--- config.mk ---
export PLATFORM = sky130hd
export DESIGN_NAME = stopwatch_sequencer
export DESIGN_NICKNAME = d
export VERILOG_FILES = /design/src/rtl/sw_seq_pkg.sv /design/src/rtl/button_debounce.sv /design/src/rtl/stopwatch_sequencer.sv
export SDC_FILE = /design/constraint.sdc
export NUM_CORES = 1
export LEC_CHECK = 0
export ABC_AREA = 1
export BUFFER_PORTS_ARGS = -buffer_cell sky130_fd_sc_hd__buf_2
export CAP_MARGIN = 10
export CORE_AREA = 2 2 76 78
export DETAILED_ROUTE_END_ITERATION = 7
export DIE_AREA = 0 0 78 80
export SLEW_MARGIN = 10
export SYNTH_ARGS = -nofsm -noshare
export SYNTH_HDL_FRONTEND = slang
export SYNTH_HIERARCHICAL = 1
export SYNTH_SLANG_ARGS = --single-unit
--- constraint.sdc ---
create_clock -name clk -period 1.92 [get_ports clk]
set_clock_uncertainty 0.15 [all_clocks]
set_input_delay 0.384 -clock clk [delete_from_list [all_inputs] [get_ports clk]]
set_output_delay 0.384 -clock clk [all_outputs]
set_load 0.1 [all_outputs]
--- src/rtl/sw_seq_pkg.sv ---
// Shared definitions for the stopwatch front-end sequencer.
//
// Contents:
//   ST_IDLE / ST_RUN / ST_PAUSE / ST_LAP : 2-bit state codes, visible on the
//                                          sequencer's `state` output
//   LAP_CNT_W                            : width of the optional lap counter
//   is_counting()                        : true in the states where the
//                                          1 Hz prescaler advances
package sw_seq_pkg;

    localparam logic [1:0] ST_IDLE  = 2'b00;
    localparam logic [1:0] ST_RUN   = 2'b01;
    localparam logic [1:0] ST_PAUSE = 2'b10;
    localparam logic [1:0] ST_LAP   = 2'b11;

    localparam int LAP_CNT_W = 4;

    // The datapath keeps counting during a lap freeze, so the prescaler runs
    // in LAP as well as in RUN.
    function automatic logic is_counting(input logic [1:0] st);
        return (st == ST_RUN) || (st == ST_LAP);
    endfunction

endpackage

--- src/rtl/button_debounce.sv ---
// Debounces one raw, asynchronous, active-high push-button.
//
// A 2-flop synchronizer feeds a run-length counter. The accepted level only
// changes after DEBOUNCE_CYCLES consecutive synchronized samples that differ
// from it; any sample that agrees with the accepted level restarts the run.
// A 0->1 change of the accepted level produces a registered one-cycle event.
// Releases are debounced the same way but produce no event.
//
// Ports:
//   clk      in   system clock
//   rst      in   synchronous active-high reset
//   btn      in   raw button level (asynchronous)
//   rise_ev  out  one-cycle pulse, DEBOUNCE_CYCLES+2 cycles after a clean press
module button_debounce #(
    parameter int DEBOUNCE_CYCLES = 16
) (
    input  logic clk,
    input  logic rst,
    input  logic btn,
    output logic rise_ev
);

    localparam int CNT_W = (DEBOUNCE_CYCLES > 1) ? $clog2(DEBOUNCE_CYCLES) : 1;
    localparam logic [CNT_W-1:0] CNT_LAST = CNT_W'(DEBOUNCE_CYCLES - 1);

    logic             sync_1;
    logic             sync_2;
    logic             level;
    logic [CNT_W-1:0] run_cnt;

    always_ff @(posedge clk) begin
        if (rst) begin
            sync_1  <= 1'b0;
            sync_2  <= 1'b0;
            level   <= 1'b0;
            run_cnt <= '0;
            rise_ev <= 1'b0;
        end else begin
            sync_1  <= btn;
            sync_2  <= sync_1;
            rise_ev <= 1'b0;
            if (sync_2 == level) begin
                run_cnt <= '0;
            end else if (run_cnt == CNT_LAST) begin
                // This sample completes the run of differing samples.
                level   <= sync_2;
                run_cnt <= '0;
                rise_ev <= sync_2;
            end else begin
                run_cnt <= run_cnt + 1'b1;
            end
        end
    end

endmodule

--- src/rtl/stopwatch_sequencer.sv ---
// Front-end controller for the stopwatch datapath.
//
// Turns the start/stop and lap/reset buttons into one-cycle command pulses,
// generates the count-enable tick every TICK_DIV cycles while counting, and
// freezes the displayed time while a lap split is shown.
//
// Build option: define LAP_COUNT_EN to add the lap_count output, a saturating
// count of RUN->LAP transitions cleared by reset and by the clear command.
//
// Ports:
//   clk, rst                  clock, synchronous active-high reset
//   btn_ss, btn_lr            raw start/stop and lap/reset buttons
//   sw_minutes, sw_seconds    live time from the datapath
//   start_p, stop_p, clr_p    one-cycle, mutually exclusive commands
//   tick                      one-cycle count enable while in RUN or LAP
//   disp_minutes/seconds      lap snapshot in LAP, live time otherwise
//   state                     00 IDLE, 01 RUN, 10 PAUSE, 11 LAP
//   lap_count                 (LAP_COUNT_EN only) number of laps taken, max 15
module stopwatch_sequencer
    import sw_seq_pkg::*;
#(
    parameter int DEBOUNCE_CYCLES = 16,
    parameter int TICK_DIV        = 100
) (
    input  logic       clk,
    input  logic       rst,
    input  logic       btn_ss,
    input  logic       btn_lr,
    input  logic [7:0] sw_minutes,
    input  logic [5:0] sw_seconds,
    output logic       start_p,
    output logic       stop_p,
    output logic       clr_p,
    output logic       tick,
    output logic [7:0] disp_minutes,
    output logic [5:0] disp_seconds,
    output logic [1:0] state
`ifdef LAP_COUNT_EN
    ,
    output logic [LAP_CNT_W-1:0] lap_count
`endif
);

    localparam int PRESC_W = (TICK_DIV > 1) ? $clog2(TICK_DIV) : 1;
    localparam logic [PRESC_W-1:0] PRESC_LAST = PRESC_W'(TICK_DIV - 1);

    logic               ss_ev;
    logic               lr_ev;
    logic [1:0]         state_next;
    logic               do_start;
    logic               do_stop;
    logic               do_clr;
    logic               do_lap_cap;
    logic               counting;
    logic [PRESC_W-1:0] presc;
    logic [7:0]         lap_minutes;
    logic [5:0]         lap_seconds;

    button_debounce #(.DEBOUNCE_CYCLES(DEBOUNCE_CYCLES)) u_db_ss (
        .clk     (clk),
        .rst     (rst),
        .btn     (btn_ss),
        .rise_ev (ss_ev)
    );

    button_debounce #(.DEBOUNCE_CYCLES(DEBOUNCE_CYCLES)) u_db_lr (
        .clk     (clk),
        .rst     (rst),
        .btn     (btn_lr),
        .rise_ev (lr_ev)
    );

    // State register; command pulses are registered alongside it so they
    // line up with the state change they announce.
    always_ff @(posedge clk) begin
        if (rst) begin
            state   <= ST_IDLE;
            start_p <= 1'b0;
            stop_p  <= 1'b0;
            clr_p   <= 1'b0;
        end else begin
            state   <= state_next;
            start_p <= do_start;
            stop_p  <= do_stop;
            clr_p   <= do_clr;
        end
    end

    // Next-state logic. start/stop wins over lap/reset when both events land
    // in the same cycle; the losing event is simply dropped.
    always_comb begin
        state_next = state;
        do_start   = 1'b0;
        do_stop    = 1'b0;
        do_clr     = 1'b0;
        do_lap_cap = 1'b0;
        if (ss_ev) begin
            case (state)
                ST_IDLE, ST_PAUSE: begin
                    state_next = ST_RUN;
                    do_start   = 1'b1;
                end
                default: begin
                    state_next = ST_PAUSE;
                    do_stop    = 1'b1;
                end
            endcase
        end else if (lr_ev) begin
            case (state)
                ST_IDLE: begin
                    do_clr = 1'b1;
                end
                ST_RUN: begin
                    state_next = ST_LAP;
                    do_lap_cap = 1'b1;
                end
                ST_LAP: begin
                    state_next = ST_RUN;
                end
                default: begin
                    state_next = ST_IDLE;
                    do_clr     = 1'b1;
                end
            endcase
        end
    end

    // Output logic.
    always_comb begin
        counting = is_counting(state);
        tick     = counting && (presc == PRESC_LAST);
        if (state == ST_LAP) begin
            disp_minutes = lap_minutes;
            disp_seconds = lap_seconds;
        end else begin
            disp_minutes = sw_minutes;
            disp_seconds = sw_seconds;
        end
    end

    // Prescaler holds in PAUSE so a resumed run keeps its fractional second.
    always_ff @(posedge clk) begin
        if (rst || do_clr) begin
            presc <= '0;
        end else if (counting) begin
            presc <= (presc == PRESC_LAST) ? '0 : presc + 1'b1;
        end
    end

    always_ff @(posedge clk) begin
        if (rst) begin
            lap_minutes <= '0;
            lap_seconds <= '0;
        end else if (do_lap_cap) begin
            lap_minutes <= sw_minutes;
            lap_seconds <= sw_seconds;
        end
    end

`ifdef LAP_COUNT_EN
    always_ff @(posedge clk) begin
        if (rst || do_clr) begin
            lap_count <= '0;
        end else if (do_lap_cap && (lap_count != {LAP_CNT_W{1'b1}})) begin
            lap_count <= lap_count + 1'b1;
        end
    end
`endif

endmodule

==> results.md <==
* Die X at 78 µm
* Reg clk slew, reported paths at 70 ps
* Inst Count DP at 327
* Area of the multi-input gates at ~920 µm²
* Core area at 5410 µm²
* Sw Pwr at 435 µW
* P&R area growth vs syn at 32.8%
* Routed wire length at 3.64 mm
* RSZ-0062 raised after global routing: yes
* Hold Path Stages at 3
* Pwr Total at 1.66 mW
* Hold Fails Final Rpt at 0
* Root Driver: clkbuf_8
* Nets at 286
* Worst skew pair latency at 280 ps
* Non-Filler Instances at 337
* DP Worst Slack at 202 ps
* Max Slew Vio Count at 0
* Hold crit path type: in2reg
* Fillers at 536
* Fmax at between 0.5 and 0.6 GHz
* Final Setup Violations at 0
* Commonest non-fill, non-tap cell in the layout: nor2_1
* Worst hold start: btn_ss
* Post-DP HPWL at about 2.5 mm
* Gr ovfl total at 0
* Initial DRC Count at 68
* Mapped Nets at between 200 and 250
* Reg-to-reg critical path endpoint: presc[5]$_SDFFE_PP0P_
* P_int at 1.22 mW
* CTS tree: built
* DRC errors left at 0
* Net Sw Frac at 26.3%
* Critical Path Start Type: flip-flop
* Warnings, synthesis at 6
* Row cnt at 27
* Top Ports at 38
* Post-synthesis sequential area ratio at 45.5%
* Share of layout cells above drive strength 1 at a little over 30%
* Logic pwr share at 15.8%
* Synth cell types at 25
* Wire length per cell at 10.8 µm
* PwrDens at 675 nW/µm²
* Fin crit period at 1890 ps
* Slew of the pin with the lowest slew margin at 505 ps
* Setup TNS at 0 ps
* Sequential cell area at 851 µm²
* First-pass GRT wire length at around 6.5 mm
* Register bit count reported by yosys at 42
* Die area at 6240 µm²
* Final Util at between 40% and 50%
* Most frequent cells in the layout: nor2_1 (51), dfxtp_1 (38), nand2_1 (30)
* Crit share post-route at 98.4%
* Max clock buf depth at 2
* Critical Path RT at 1390 ps
* Hold path endpoint: u_db_ss/sync_1$_SDFF_PP0_
* Seq pwr share at 52.9%
* Clk sinks at 42
* Mapped Area at 1850 µm²
* Final RePlAce weighted congestion at between 0.7 and 0.8
* Total track usage at 13.0%
* Antenna violations before repair at 0
* Ant. Diodes at 0
* Port Buffers at 37
* Largest net degree at the start of global routing at 16
* Cells after Synth at 223
* Initial core utilization at 34.2%
* Slew Limit Headroom at 66.6%
* Total CTS buffers at 5
* Leakage at 1.04 nW
* Worst Path Max Fanout at 7
* Status: completed
* R2R Path Start: state[0]$_SDFFE_PP0P_
* 1st-pass router iterations at 4
* Vias post-DR at 1499
* Setup ws final at slightly above 30 ps
* Crit. End Element: primary output
* H-Tree Depth at 2
* MaxCap Viol Count at 0
* Max rail drop VDD at 380 µV
* DRT antenna net count at 0
* R2R depth at 7
* CP Class: reg2out
* DIE HEIGHT at 80 µm
* Syn Area/Cell at 8.29 µm²
* Reg2reg setup slack at 570 ps
* Vias per cell at around 4.4
* Vias in the first global route at 1444
* Clock power frac at 31.3%
* Worst Path Arrival at 1360 ps
[synth_stat cells]
cell type,instances,area (µm²)
a21oi_1,6,30.0
xor2_1,2,17.5
nand2_1,32,120
nor3_1,1,5.00
inv_1,21,78.8
xnor2_1,2,17.5
inv_4,1,6.26
a21oi_2,2,17.5
or2_1,2,12.5
nand4_1,4,25.0
o21ai_0,16,80.1
nor2_2,4,25.0
nand2_4,2,22.5
ha_1,3,37.5
mux2_2,4,45.0
dfxtp_1,42,841
mux2_4,10,150
buf_6,4,45.0
inv_2,1,3.75
clkbuf_1,1,3.75
nand3_1,7,35.0
nor2_1,52,195
nor3b_1,1,7.51
nand2_2,1,6.26
nand3_2,2,20.0
[logic make-up (layout without fill, tap and decap cells)]
logic type | count (synthesis) | count (layout) | synth area share (%)
AND/OR/NAND/NOR | 108 | 109 | 25.7
flip-flops | 42 | 42 | 45.5
buffers and inverters | 28 | 69 | 7.45
AO/OA/AOI/OAI | 24 | 24 | 6.91
multiplexers | 14 | 14 | 10.6
XOR/XNOR | 4 | 4 | 1.90
adder cells (fa/ha/maj) | 3 | 3 | 2.03
[worst max path at each step]
stage / end / start / slack, ps / depth (start not counted)
after floorplan: disp_minutes[0] / state[0]$_SDFFE_PP0P_ / 4 / 4
after global placement: disp_minutes[7] / state[0]$_SDFFE_PP0P_ / 200 / 3
after detailed placement: disp_minutes[7] / state[0]$_SDFFE_PP0P_ / 200 / 3
after CTS: tick / presc[0]$_SDFFE_PP0P_ / 2 / 6
after global routing: disp_minutes[7] / state[0]$_SDFFE_PP0P_ / -30 / 3
final: disp_minutes[7] / state[0]$_SDFFE_PP0P_ / 30 / 3
[metrics by stage]
step / hold slack, ps / cell area [µm²]
2_1_floorplan: 238 / 1860
3_3_place_gp: 239 / 2310
3_5_place_dp: 248 / 2310
4_1_cts: 138 / 2420
5_1_grt: 147 / 2450
6_report: 148 / 2450
[sequential cells by signal, summed over array words and instances (netlist names)]
register	count
u_db_ss/sync_1	1
presc	7
lap_seconds	6
u_db_lr/sync_1	1
start_p	1
u_db_lr/run_cnt	4
u_db_ss/sync_2	1
u_db_ss/level	1
u_db_ss/run_cnt	4
u_db_lr/rise_ev	1
state	2
u_db_lr/sync_2	1
lap_minutes	8
stop_p	1
clr_p	1
u_db_ss/rise_ev	1
u_db_lr/level	1
[timing repair]
item | 4_1_cts | 5_1_grt
gates cloned | 1 | 0
endpoints found under the setup margin | 15 | 13
pin swaps | 2 | 2
buffers inserted | 1 | 1
resized for setup | 4 | 7
hold buffers | 0 | 0
[cell type report]
cell class              count  share of cell area, %
clock buffers               7                   3.11
inverters                  23                   3.77
multi-input cells         154                   37.5
flip-flops and latches     42                   34.7
well taps                  72                   3.67
repair buffers             39                   17.2
[power by group through the flow]
stage	Clock [mW]	Sequential, mW	Combinational, mW
after floorplan	0	0.896	0.159
after global placement	0	0.896	0.258
after detailed placement	0	0.896	0.260
after CTS	0.539	0.876	0.260
after global routing	0.590	0.876	0.275
final	0.519	0.876	0.262
[critical path: stages (launching register included)]
cell and delay [ps]:
dfxtp_4 450, nand2_8 110, mux2_4 330, buf_12 170
[routing by layer]
| metal | routed length (µm) | vias up | track usage (%) |
|---|---|---|---|
| li1 | - | 794 | - |
| met1 | 1800 | 668 | 15.8 |
| met2 | 1660 | 32 | 22.2 |
| met3 | 129 | 5 | 3.51 |
| met4 | 46 | 0 | 4.74 |
| met5 | 0 | - | 0 |
(Power assumes the default switching activity.)
